File: src/rtl/mips16_ctrl_pkg.sv
// Shared encodings for the 16-bit MIPS multicycle control path: opcodes,
// alu_op codes (also consumed by alu_control), FSM states and mux selects.
package mips16_ctrl_pkg;

  localparam logic [3:0] OP_R    = 4'b0000;
  localparam logic [3:0] OP_ADDI = 4'b0001;
  localparam logic [3:0] OP_ANDI = 4'b0010;
  localparam logic [3:0] OP_ORI  = 4'b0011;
  localparam logic [3:0] OP_NORI = 4'b0100;
  localparam logic [3:0] OP_BEQ  = 4'b0101;
  localparam logic [3:0] OP_BNE  = 4'b0110;
  localparam logic [3:0] OP_SLTI = 4'b0111;
  localparam logic [3:0] OP_LW   = 4'b1000;
  localparam logic [3:0] OP_SW   = 4'b1001;
  localparam logic [3:0] OP_J    = 4'b1010;

  localparam logic [2:0] ALUOP_ADD  = 3'b000;
  localparam logic [2:0] ALUOP_NOR  = 3'b001;
  localparam logic [2:0] ALUOP_SUB  = 3'b010;
  localparam logic [2:0] ALUOP_AND  = 3'b011;
  localparam logic [2:0] ALUOP_R    = 3'b100;
  localparam logic [2:0] ALUOP_SLT  = 3'b101;
  localparam logic [2:0] ALUOP_ADDI = 3'b110;
  localparam logic [2:0] ALUOP_OR   = 3'b111;

  localparam logic [1:0] ALUSRCB_RT    = 2'b00;
  localparam logic [1:0] ALUSRCB_TWO   = 2'b01;
  localparam logic [1:0] ALUSRCB_IMM   = 2'b10;
  localparam logic [1:0] ALUSRCB_IMMSH = 2'b11;

  localparam logic [1:0] PCSRC_ALU    = 2'b00;
  localparam logic [1:0] PCSRC_ALUOUT = 2'b01;
  localparam logic [1:0] PCSRC_JUMP   = 2'b10;

  typedef enum logic [3:0] {
    S_FETCH    = 4'd0,
    S_DECODE   = 4'd1,
    S_MEM_ADDR = 4'd2,
    S_MEM_RD   = 4'd3,
    S_MEM_WB   = 4'd4,
    S_MEM_WR   = 4'd5,
    S_R_EXEC   = 4'd6,
    S_R_WB     = 4'd7,
    S_I_EXEC   = 4'd8,
    S_I_WB     = 4'd9,
    S_BRANCH   = 4'd10,
    S_JUMP     = 4'd11
  } state_t;

  function automatic logic is_itype(input logic [3:0] op);
    return (op == OP_ADDI) || (op == OP_ANDI) || (op == OP_ORI) ||
           (op == OP_NORI) || (op == OP_SLTI);
  endfunction

endpackage

File: src/rtl/mc_aluop_decode.sv
// Maps the latched opcode of an immediate-ALU instruction to its alu_op.
module mc_aluop_decode
  import mips16_ctrl_pkg::*;
#(
  parameter int OP_W    = 4,
  parameter int ALUOP_W = 3
) (
  input  logic [OP_W-1:0]    i_opcode,
  output logic [ALUOP_W-1:0] o_alu_op
);

  logic [2:0] w_alu_op;

  always_comb begin
    w_alu_op = ALUOP_ADD;
    case (4'(i_opcode))
      OP_ADDI: w_alu_op = ALUOP_ADDI;
      OP_ANDI: w_alu_op = ALUOP_AND;
      OP_ORI:  w_alu_op = ALUOP_OR;
      OP_NORI: w_alu_op = ALUOP_NOR;
      OP_SLTI: w_alu_op = ALUOP_SLT;
      default: w_alu_op = ALUOP_ADD;
    endcase
  end

  assign o_alu_op = ALUOP_W'(w_alu_op);

endmodule

File: src/rtl/multicycle_main_control.sv
// Multicycle main-control FSM: sequences fetch/decode/execute/memory/writeback
// and stalls on the memory req/ready handshake.
module multicycle_main_control
  import mips16_ctrl_pkg::*;
#(
  parameter int OP_W    = 4,
  parameter int ALUOP_W = 3,
  parameter int STATE_W = 4
) (
  input  logic               clk,
  input  logic               reset,
  input  logic [OP_W-1:0]    opcode,
  input  logic               mem_ready,
  input  logic               zero,
  output logic               mem_read,
  output logic               mem_write,
  output logic               iord,
  output logic               ir_write,
  output logic               pc_write,
  output logic               pc_branch,
  output logic [1:0]         pc_src,
  output logic               reg_write,
  output logic               reg_dst,
  output logic               mem_to_reg,
  output logic               alu_src_a,
  output logic [1:0]         alu_src_b,
  output logic [ALUOP_W-1:0] alu_op,
  output logic               illegal_op,
  output logic [STATE_W-1:0] state_dbg
);

  state_t           r_state;
  state_t           w_next_state;
  logic [3:0]       r_opcode;
  logic [3:0]       w_opcode_in;
  logic [ALUOP_W-1:0] w_imm_alu_op;

  assign w_opcode_in = 4'(opcode);

  // Later states decode the copy captured in DECODE, so IR may change freely.
  always_ff @(posedge clk) begin
    if (reset) begin
      r_state  <= S_FETCH;
      r_opcode <= 4'b0000;
    end else begin
      r_state <= w_next_state;
      if (r_state == S_DECODE) r_opcode <= w_opcode_in;
    end
  end

  mc_aluop_decode #(
    .OP_W    (4),
    .ALUOP_W (ALUOP_W)
  ) u_aluop_decode (
    .i_opcode (r_opcode),
    .o_alu_op (w_imm_alu_op)
  );

  always_comb begin
    w_next_state = r_state;
    case (r_state)
      S_FETCH:    w_next_state = mem_ready ? S_DECODE : S_FETCH;
      S_DECODE: begin
        if ((w_opcode_in == OP_LW) || (w_opcode_in == OP_SW)) w_next_state = S_MEM_ADDR;
        else if (w_opcode_in == OP_R)                          w_next_state = S_R_EXEC;
        else if (is_itype(w_opcode_in))                        w_next_state = S_I_EXEC;
        else if ((w_opcode_in == OP_BEQ) || (w_opcode_in == OP_BNE)) w_next_state = S_BRANCH;
        else if (w_opcode_in == OP_J)                          w_next_state = S_JUMP;
        else                                                   w_next_state = S_FETCH;
      end
      S_MEM_ADDR: w_next_state = (r_opcode == OP_SW) ? S_MEM_WR : S_MEM_RD;
      S_MEM_RD:   w_next_state = mem_ready ? S_MEM_WB : S_MEM_RD;
      S_MEM_WR:   w_next_state = mem_ready ? S_FETCH : S_MEM_WR;
      S_R_EXEC:   w_next_state = S_R_WB;
      S_I_EXEC:   w_next_state = S_I_WB;
      S_MEM_WB, S_R_WB, S_I_WB, S_BRANCH, S_JUMP: w_next_state = S_FETCH;
      default:    w_next_state = S_FETCH;
    endcase
  end

  always_comb begin
    mem_read   = 1'b0;
    mem_write  = 1'b0;
    iord       = 1'b0;
    ir_write   = 1'b0;
    pc_write   = 1'b0;
    pc_branch  = 1'b0;
    pc_src     = PCSRC_ALU;
    reg_write  = 1'b0;
    reg_dst    = 1'b0;
    mem_to_reg = 1'b0;
    alu_src_a  = 1'b0;
    alu_src_b  = ALUSRCB_RT;
    alu_op     = ALUOP_W'(ALUOP_ADD);
    illegal_op = 1'b0;
    case (r_state)
      S_FETCH: begin
        mem_read  = 1'b1;
        alu_src_b = ALUSRCB_TWO;
        ir_write  = mem_ready;
        pc_write  = mem_ready;
      end
      S_DECODE: begin
        alu_src_b  = ALUSRCB_IMMSH;
        illegal_op = !((w_opcode_in == OP_LW) || (w_opcode_in == OP_SW) ||
                       (w_opcode_in == OP_R) || is_itype(w_opcode_in) ||
                       (w_opcode_in == OP_BEQ) || (w_opcode_in == OP_BNE) ||
                       (w_opcode_in == OP_J));
      end
      S_MEM_ADDR: begin
        alu_src_a = 1'b1;
        alu_src_b = ALUSRCB_IMM;
      end
      S_MEM_RD: begin
        mem_read = 1'b1;
        iord     = 1'b1;
      end
      S_MEM_WB: begin
        reg_write  = 1'b1;
        mem_to_reg = 1'b1;
      end
      S_MEM_WR: begin
        mem_write = 1'b1;
        iord      = 1'b1;
      end
      S_R_EXEC: begin
        alu_src_a = 1'b1;
        alu_op    = ALUOP_W'(ALUOP_R);
      end
      S_R_WB: begin
        reg_write = 1'b1;
        reg_dst   = 1'b1;
      end
      S_I_EXEC: begin
        alu_src_a = 1'b1;
        alu_src_b = ALUSRCB_IMM;
        alu_op    = w_imm_alu_op;
      end
      S_I_WB: reg_write = 1'b1;
      S_BRANCH: begin
        alu_src_a = 1'b1;
        alu_op    = ALUOP_W'(ALUOP_SUB);
        pc_src    = PCSRC_ALUOUT;
        pc_branch = (r_opcode == OP_BNE) ? ~zero : zero;
      end
      S_JUMP: begin
        pc_write = 1'b1;
        pc_src   = PCSRC_JUMP;
      end
      default: ;
    endcase
  end

  assign state_dbg = STATE_W'(r_state);

endmodule

File: config.mk
export PLATFORM = sky130hd
export DESIGN_NAME = multicycle_main_control
export DESIGN_NICKNAME = d
export VERILOG_FILES = /design/src/rtl/mips16_ctrl_pkg.sv /design/src/rtl/mc_aluop_decode.sv /design/src/rtl/multicycle_main_control.sv
export SDC_FILE = /design/constraint.sdc
export NUM_CORES = 1
export LEC_CHECK = 0
export BUFFER_PORTS_ARGS = -buffer_cell sky130_fd_sc_hd__buf_2
export CORE_MARGIN = 1.5
export CORE_UTILIZATION = 46
export DETAILED_ROUTE_END_ITERATION = 10
export GPL_TIMING_DRIVEN = 0
export PLACE_DENSITY = 0.77
export SYNTH_ARGS = -nofsm -noshare
export SYNTH_HDL_FRONTEND = slang
export SYNTH_SLANG_ARGS = --single-unit
export TNS_END_PERCENT = 50
File: constraint.sdc
create_clock -name clk -period 1.9 [get_ports clk]
set_clock_uncertainty 0.15 [all_clocks]
set_input_delay 0 -clock clk [delete_from_list [all_inputs] [get_ports clk]]
set_output_delay 0 -clock clk [all_outputs]
set_load 0.01 [all_outputs]
# Word-level counts from Yosys, hierarchy flattened
# Cells that the tools add are included.
dict set report word_totals {
  register_bits 8
  latch_bits 0
  ramBits 0
  rom_bits 0
  in_bits 8
  output_inout_bits 22
  elab_cells 76
  mem_count 0
}
dict set report op_classes {
  n_addsub 0
  multipliers 0
  div_mod_pow 0
  magnitude_cmp 0
  n_eq_ne 28
  shift 0
  mux 26
  bitwise 1
  reduce_logical 19
}
# op n
set ops {}
lappend ops {{$eq 4x3->1 const B} 11}
lappend ops {{$eq 4x4->1 const B} 8}
lappend ops {{$pmux 4 s7} 1}
lappend ops {{$eq 4x2->1 const B} 6}
lappend ops {{$mux 4} 5}
lappend ops {{$pmux 3 s5} 1}
lappend ops {{$eq 4x1->1 const B} 3}
lappend ops {{$mux 1} 12}
lappend ops {{$logic_or 1x1->1} 11}
lappend ops {{$mux 3} 3}
lappend ops {{$pmux 3 s3} 1}
lappend ops {{$logic_not 4->1} 2}
lappend ops {{$pmux 2 s3} 1}
lappend ops {{$reduce_or 2->1} 3}
lappend ops {{$pmux 2 s2} 1}
lappend ops {{$reduce_or 4->1} 1}
lappend ops {{$reduce_or 3->1} 1}
lappend ops {{$pmux 1 s2} 1}
lappend ops {{$logic_not 1->1} 1}
lappend ops {{$not 1->1} 1}

# Longest topological paths before layout
# Gate-level depths: netlist of run 1.
dict set report logic_depth {
  depth_word 11
  ltp_mapped 5
  ltp_nobuf 4
}

# Modules after synthesis
# Synthesis of run 1 repeated with hierarchy kept, for this count alone.
dict set report hier_totals {
  hier_cells 108
  hier_area_um2 744.5
}
# module n_inst cells_each area_per_inst_um2
set modules_own_cells {}
lappend modules_own_cells {multicycle_main_control 1 100 688.2}
lappend modules_own_cells {mc_aluop_decode 1 8 56.3}

# Least setup slack after synthesis of run 1
# Ideal clock, no wire load.
dict set report synth_path {
  kind {register to register}
  start {register r_state[0] (netlist: state_dbg[0])}
  end {register r_opcode[0]}
  setup_ns 0.114
  arrival_ns 1.097
  required_ns 1.636
  path_slack_ns 0.539
  path_stages_with_launch 6
  path_buffers 1
  cell_sequence {dfxtp_1 > buf_6 > nand2b_4 > nor3_4 > mux2i_1 > nor2_1}
}
dict set report synth_via {
  elab_chain_len 1
}
# element line_no
set synth_rtl {}
lappend synth_rtl {{start, declared} multicycle_main_control.sv:32} ;# state_t r_state;
lappend synth_rtl {{start signal, assigned} multicycle_main_control.sv:46} ;# r_state <= w_next_state;
lappend synth_rtl {{$eq 4x1->1} multicycle_main_control.sv:47} ;# if (r_state == S_DECODE) r_opcode <= w_opcode_in;
lappend synth_rtl {{end signal, assigned} multicycle_main_control.sv:47}
lappend synth_rtl {{end, declared} multicycle_main_control.sv:34} ;# logic [3:0] r_opcode;
# No other way between the ends.
# A chain may end at the register's enable or synchronous reset.

# Final worst setup path of run 1
dict set report layout_path {
  start {register r_state[1] (netlist: state_dbg[1])}
  end {output port alu_op[2]}
}
dict set report layout_via {
  elab_chain_len 2
  word_cells_on_any_way 4
}
# element line_no
set layout_rtl {}
lappend layout_rtl {{$eq 4x4->1 / $eq 4x3->1 (equally long branches)} multicycle_main_control.sv:96} ;# case (r_state)
lappend layout_rtl {{$pmux 3 s3 (*)} multicycle_main_control.sv:96}
lappend layout_rtl {{end, declared} multicycle_main_control.sv:27} ;# output logic [ALUOP_W-1:0] alu_op,
# Mark *: on every way between the ends. The rest lies on a longest branch, timed or not.

==> results.py, run 1 <==
metrics = {
    "drt": {
        "drtPass1Iterations": 4,
        "via_count": 850,
        "wire_per_inst_um": 11.8,
        "remaining_drc_errors": 0,
        "route.antenna.remaining_nets": 0,
        "viasPerCell": 5.59,
        "routed_wl_um": 1790,
        "drt_iter0_drc": 19,
    },
    "global_route": {
        "track_usage_pct": 21.9,
        "first_global_vias": 764,
        "antenna_found_initial": 0,
        "grt_first_pass_wirelength_um": 3100,
        "grt_max_degree": 11,
        "grt_overflow": 0,
    },
    "worst_setup_path": {
        "path_max_fanout": 10,
        "cp_data_arrival_time_ps": 1570,
        "end_kind": "output pin",
        "required_ps": 1750,
        "crit_slowest_cell": "dfxtp_1",
        "critPathLaunchType": "flip-flop",
        "path_delay_family": "flip-flops",
        "crit_buf_inv": 2,
        "worst-r2r-setup-slack_ps": 400,
        "rr_startpoint": "state_dbg[0]",
        "max_stage_delay_ps": 370,
        "worstSetupPathType": "reg2out",
        "crit_chain": "buf_2 -> nor2_1 -> nand3b_1 -> o2bb2a_1 -> nor2_1 -> buf_2",
        "crit_start": "state_dbg[1]",
    },
    "floorplan": {
        "io-pin-count": 30,
        "core_area_sq_um": 1490,
        "die_x_um": 42.5,
        "die_area_sq_um": 1810,
        "start_util_pct": 48.2,
        "num_rows": 14,
        "dieHeight_um": 42.5,
    },
    "timing": {
        "rsz0062_at_grt": "false",
        "tns_ps": 0,
        "setup-violations-final": 0,
        "finalCritPeriodShare_pct": 90.7,
        "tightest_slew_ps": 396,
        "hold_viol": 0,
        "drv_slew": 0,
        "finalCriticalPeriod_ps": 1720,
        "fmax_mhz": 580,
        "slew_headroom_pct": 73.6,
    },
    "synthesis": {
        "synthXorXnorAreaFrac_pct": 4.88,
        "async_flop_share_pct": 0,
        "ys_warn_count": 0,
        "synth_cell_types": 35,
        "avgSynthCellArea_sq_um": 7.25,
        "synth_ff_type": "dfxtp_1",
        "netlist_area_sq_um": 718,
        "yosys.area_share.simple_pct": 41.8,
        "synth_top_family_by_area": "simple AND/OR/NAND/NOR gates",
        "synth-edff-count": 0,
        "synth_nets": 107,
        "ys_ff_latch": 8,
        "synthAdderAreaFrac_pct": 0,
        "synthMuxAreaShare_pct": 5.57,
        "synthCells": 99,
        "synth_compound_area_share_pct": 17.1,
        "yosysSeqAreaShare_pct": 22.3,
    },
    "placed_design": {
        "portBuffers": 29,
        "dp_hpwl_um": 1350,
        "globalplace.congestion": 0.856,
    },
    "hold_path": {
        "min_path_type": "in2reg",
        "hold_start": "mem_ready",
    },
    "clock_network": {
        "cts_buffers": 3,
        "cts-root-buf": "clkbuf_4",
        "clkTransAtPathRegs_ps": 50,
        "htree_num_levels": 1,
        "cts_sinks": 8,
        "clk_latency_ps": 250,
        "cts_buffer_depth": 2,
        "cts_tree": "yes",
    },
    "pwr": {
        "pwr-share-comb_pct": 40.0,
        "p_leak_nw": 0.428,
        "power.clock.fraction_pct": 23.4,
        "power.total_mw": 0.541,
        "cellInternalPower_mw": 0.350,
        "p_per_area_nw_per_um2": 566,
        "p_sw_mw": 0.191,
        "power_frac_seq_pct": 36.6,
        "peakVddDrop_uv": 432,
        "switching_share_pct": 35.3,
    },
    "finish": {
        "num-nets-final": 146,
        "area_growth_pct": 33.1,
        "final_common_cell": "buf_2",
        "n_antenna_cell": 0,
        "layout_common_cells": "31 x buf_2, 16 x nor2_1, 12 x nor3_1",
        "drive_gt1_share_pct": 28.7,
        "fillers": 146,
    },
    "outcome": {
        "status": "finished clean",
    },
    "flow_run": {
        "drv_cap": 0,
    },
}
-- path summary, 6_finish.rpt --
check | endpoint | cells past startpoint
setup reg to reg | state_dbg[0] | 5
hold reg to reg | r_opcode[2] | 2
hold / removal | state_dbg[1] | 4
setup / recovery | alu_op[2] | 6
-- final cells by class --
class | instances | area, sq um | area share [%]
sequential | 8 | 160 | 16.8
timing repair buffer | 34 | 195 | 20.4
inverter | 4 | 15.0 | 1.57
buffer | 5 | 45.0 | 4.71
multi-input combinational | 82 | 498 | 52.1
clock buffer | 3 | 22.5 | 2.36
tap | 16 | 20.0 | 2.09
-- power by group through the flow --
| stage | logic (mW) | registers, mW | clock network, mW |
|---|---|---|---|
| after global routing | 0.243 | 0.200 | 0.137 |
| after global placement | 0.204 | 0.200 | 0 |
| final | 0.216 | 0.198 | 0.127 |
| after floorplan | 0.139 | 0.201 | 0 |
| after detailed placement | 0.208 | 0.201 | 0 |
| after CTS | 0.217 | 0.198 | 0.131 |
-- cell usage after synthesis (2+ instances only) --
master / n / area [sq um]
a21oi_1: 6 / 30.0
a31oi_1: 2 / 12.5
and3_1: 2 / 12.5
buf_2: 2 / 10.0
dfxtp_1: 8 / 160
inv_1: 4 / 15.0
mux2i_1: 4 / 40.0
nand2_1: 2 / 7.51
nand2b_1: 4 / 25.0
nand3_1: 3 / 15.0
nand3b_1: 2 / 15.0
nor2_1: 16 / 60.1
nor2b_1: 2 / 12.5
nor3_1: 12 / 60.1
o21ai_0: 7 / 35.0
or3_1: 2 / 12.5
xnor2_1: 3 / 26.3
-- flip-flops by register name, summed over array words and instances, names as in the netlist --
signal and flops:
r_opcode 4, state_dbg 4
-- worst reg2reg max path, delay by kind of cell, from the launching register on --
family,cells,cell delay (ps)
buffers and inverters,2,480
DFF,1,330
AOI/OAI and AO/OA,3,410
-- cell families after synthesis --
| kind of cell | Yosys count |
|---|---|
| xor+xnor | 4 |
| buf+inv | 9 |
| flops | 8 |
| simple gates | 53 |
| mux | 4 |
| compound gates | 21 |
-- stage by stage --
step                worst slack, ps  area (sq um)  cells  hold slack (ps)  utilization [%]
floorplan                       539           718     99            -77.6                -
global placement                459           883    144             99.6             59.3
detailed placement              426           883    144              107             59.3
CTS                             180           956    152             2.89             64.2
global route                   29.7           956    152             70.1             64.2
finish                          177           956    152             16.8             64.2
-- layer usage --
| layer | wire, um | vias to the layer above | GRT usage, % |
|---|---|---|---|
| met1 | 842 | 376 | 27.7 |
| met2 | 825 | 35 | 37.8 |
| met3 | 93 | 5 | 1.29 |
| li1 | - | 434 | - |
| met4 | 28 | 0 | 9.38 |
| met5 | 0 | - | 0 |
-- timing repair --
action,4_1_cts,5_1_grt
hold endpoints to repair,6,0
resized for setup,0,0
buffers inserted,0,0
hold buffers,5,0
Note: power is estimated with default switching activity, not from simulation.
==> run 2, diff against run 1 <==
CORE_UTILIZATION = 42   (was 46)
PLACE_DENSITY = 0.74   (was 0.77)
clock period = 1.4 ns   (was 1.9 ns; I/O delays follow)
==> results.py, run 2 (synthesis gave the netlist of run 1 again) <==
metrics = {
    "outcome": {
        "status": "finished, violations left",
        "violations": "DRC, setup timing",
    },
    "worst_setup_path": {
        "cp_data_arrival_time_ps": 1390,
        "rr_startpoint": "state_dbg[2]",
        "critPathLaunchType": "flip-flop",
        "path_max_fanout": 4,
        "required_ps": 1250,
        "rr_endpoint": "r_opcode[0]",
        "rr_worst_depth": 6,
        "worst-r2r-setup-slack_ps": -100,
        "end_kind": "output pin",
        "worstSetupPathType": "reg2out",
    },
    "drt": {
        "drt_iter0_drc": 52,
        "remaining_drc_errors": 2,
        "wire_per_inst_um": 15.9,
        "route.antenna.remaining_nets": 0,
        "routed_wl_um": 2680,
        "viasPerCell": 5.83,
        "drtPass1Iterations": 7,
        "via_count": 986,
    },
    "pwr": {
        "pwr-share-comb_pct": 51.0,
        "switching_share_pct": 37.5,
        "power_frac_seq_pct": 29.5,
        "power.clock.fraction_pct": 19.4,
        "cellInternalPower_mw": 0.573,
        "p_leak_nw": 0.555,
        "power.total_mw": 0.916,
        "peakVddDrop_uv": 574,
        "p_sw_mw": 0.343,
        "p_per_area_nw_per_um2": 712,
    },
    "timing": {
        "finalCriticalPeriod_ps": 1540,
        "finalCritPeriodShare_pct": 110,
        "setup_slack_ps": -142,
        "hold_viol": 0,
        "slew_headroom_pct": 77.9,
        "setup-violations-final": 19,
        "rsz0062_at_grt": "true",
        "fmax_mhz": 649,
        "tightest_slew_ps": 329,
        "drv_slew": 0,
    },
    "floorplan": {
        "die_x_um": 44.4,
        "core_area_sq_um": 1560,
        "num_rows": 14,
        "die_area_sq_um": 1970,
        "start_util_pct": 46.1,
        "io-pin-count": 30,
        "dieHeight_um": 44.4,
    },
    "placed_design": {
        "globalplace.congestion": 0.834,
        "portBuffers": 29,
        "dp_hpwl_um": 1360,
    },
    "finish": {
        "num-nets-final": 163,
        "area_growth_pct": 79.3,
        "layout_common_cells": "29 x buf_2, 11 x nor2_1, 9 x buf_6",
        "n_antenna_cell": 0,
        "drive_gt1_share_pct": 56.2,
        "final_common_cell": "buf_2",
        "fin_util_pct": 82.6,
    },
    "global_route": {
        "first_global_vias": 919,
        "track_usage_pct": 28.7,
        "antenna_found_initial": 0,
        "grt_first_pass_wirelength_um": 4110,
        "grt_overflow": 0,
        "grt_max_degree": 11,
    },
    "clock_network": {
        "clkTransAtPathRegs_ps": 50,
        "clk_latency_ps": 260,
        "htree_num_levels": 1,
        "cts_sinks": 8,
        "cts_buffers": 3,
        "cts-root-buf": "clkbuf_4",
        "cts_tree": "yes",
        "cts_buffer_depth": 2,
    },
    "hold_path": {
        "hold_end": "pc_branch",
        "hold_start": "zero",
        "min_path_type": "in2out",
        "min_path_cells": 4,
    },
    "flow_run": {
        "drv_cap": 0,
    },
}
[run 2: cell count changes in the layout (fill, tap and decap cells not counted), moves of 2 or more]
cell | before | now
buf_4 | 0 | 7
dfxtp_4 | 0 | 4
buf_8 | 0 | 3
buf_6 | 1 | 9
dfxtp_2 | 0 | 3
nor2_2 | 0 | 4
dfxtp_1 | 8 | 1
nor3_1 | 12 | 7
nor3_2 | 0 | 4
buf_2 | 31 | 29
nor2_1 | 16 | 11
inv_1 | 4 | 2
[run 2: how the worst max path moves through the flow]
stage,slack (ps),depth (start not counted),to,startpoint
6_report,-140,5,pc_write,state_dbg[2]
5_1_grt,-190,6,alu_op[0],state_dbg[2]
4_1_cts,-100,5,illegal_op,state_dbg[1]
3_5_place_dp,-70,6,alu_op[2],state_dbg[1]
3_3_place_gp,-60,6,alu_op[2],state_dbg[1]
2_1_floorplan,40,5,r_opcode[0],state_dbg[0]
[run 2: area by class of cell]
type	instances	area (sq um)
sequential	8	179
tap	16	20.0
inverter	4	21.3
fill	93	272
buffer	5	76.3
clock buffer	3	22.5
multi-input combinational	82	613
timing repair buffer	51	355
[run 2: per-stage QoR]
stage	hold WS [ps]	TNS, ps	setup WS (ps)	instance area (sq um)	instances
floorplan	-77.6	0	38.8	718	99
global placement	99.2	-74.1	-62.0	883	144
detailed placement	121	-311	-74.4	883	144
CTS	208	-877	-100	1190	167
global route	217	-2440	-187	1290	169
finish	204	-1170	-142	1290	169
[run 2: power by group through the flow]
stage,clock (mW),combinational [mW],sequential [mW]
after detailed placement,0,0.286,0.272
after floorplan,0,0.189,0.272
final,0.178,0.467,0.271
after global routing,0.201,0.495,0.273
after global placement,0,0.280,0.271
after CTS,0.182,0.398,0.269
[run 2: metal layers]
layer	GRT usage [%]	wire, um
met1	33.2	1030
met2	49.4	1370
met3	4.49	211
met4	17.0	71
met5	0	0
[run 2: critical path: stages, from the launching register on]
cell     delay [ps]
dfxtp_4         340
buf_4           150
nor3_2          210
and3_4          210
or2_1           100
buf_2           120
[run 2: timing repair]
action	in CTS	in global routing
resized for setup	39	20
gates cloned	1	0
buffers inserted	13	2
hold endpoints to repair	6	0
pin swaps	7	10
hold buffers	6	0
endpoints found under the setup margin	22	24
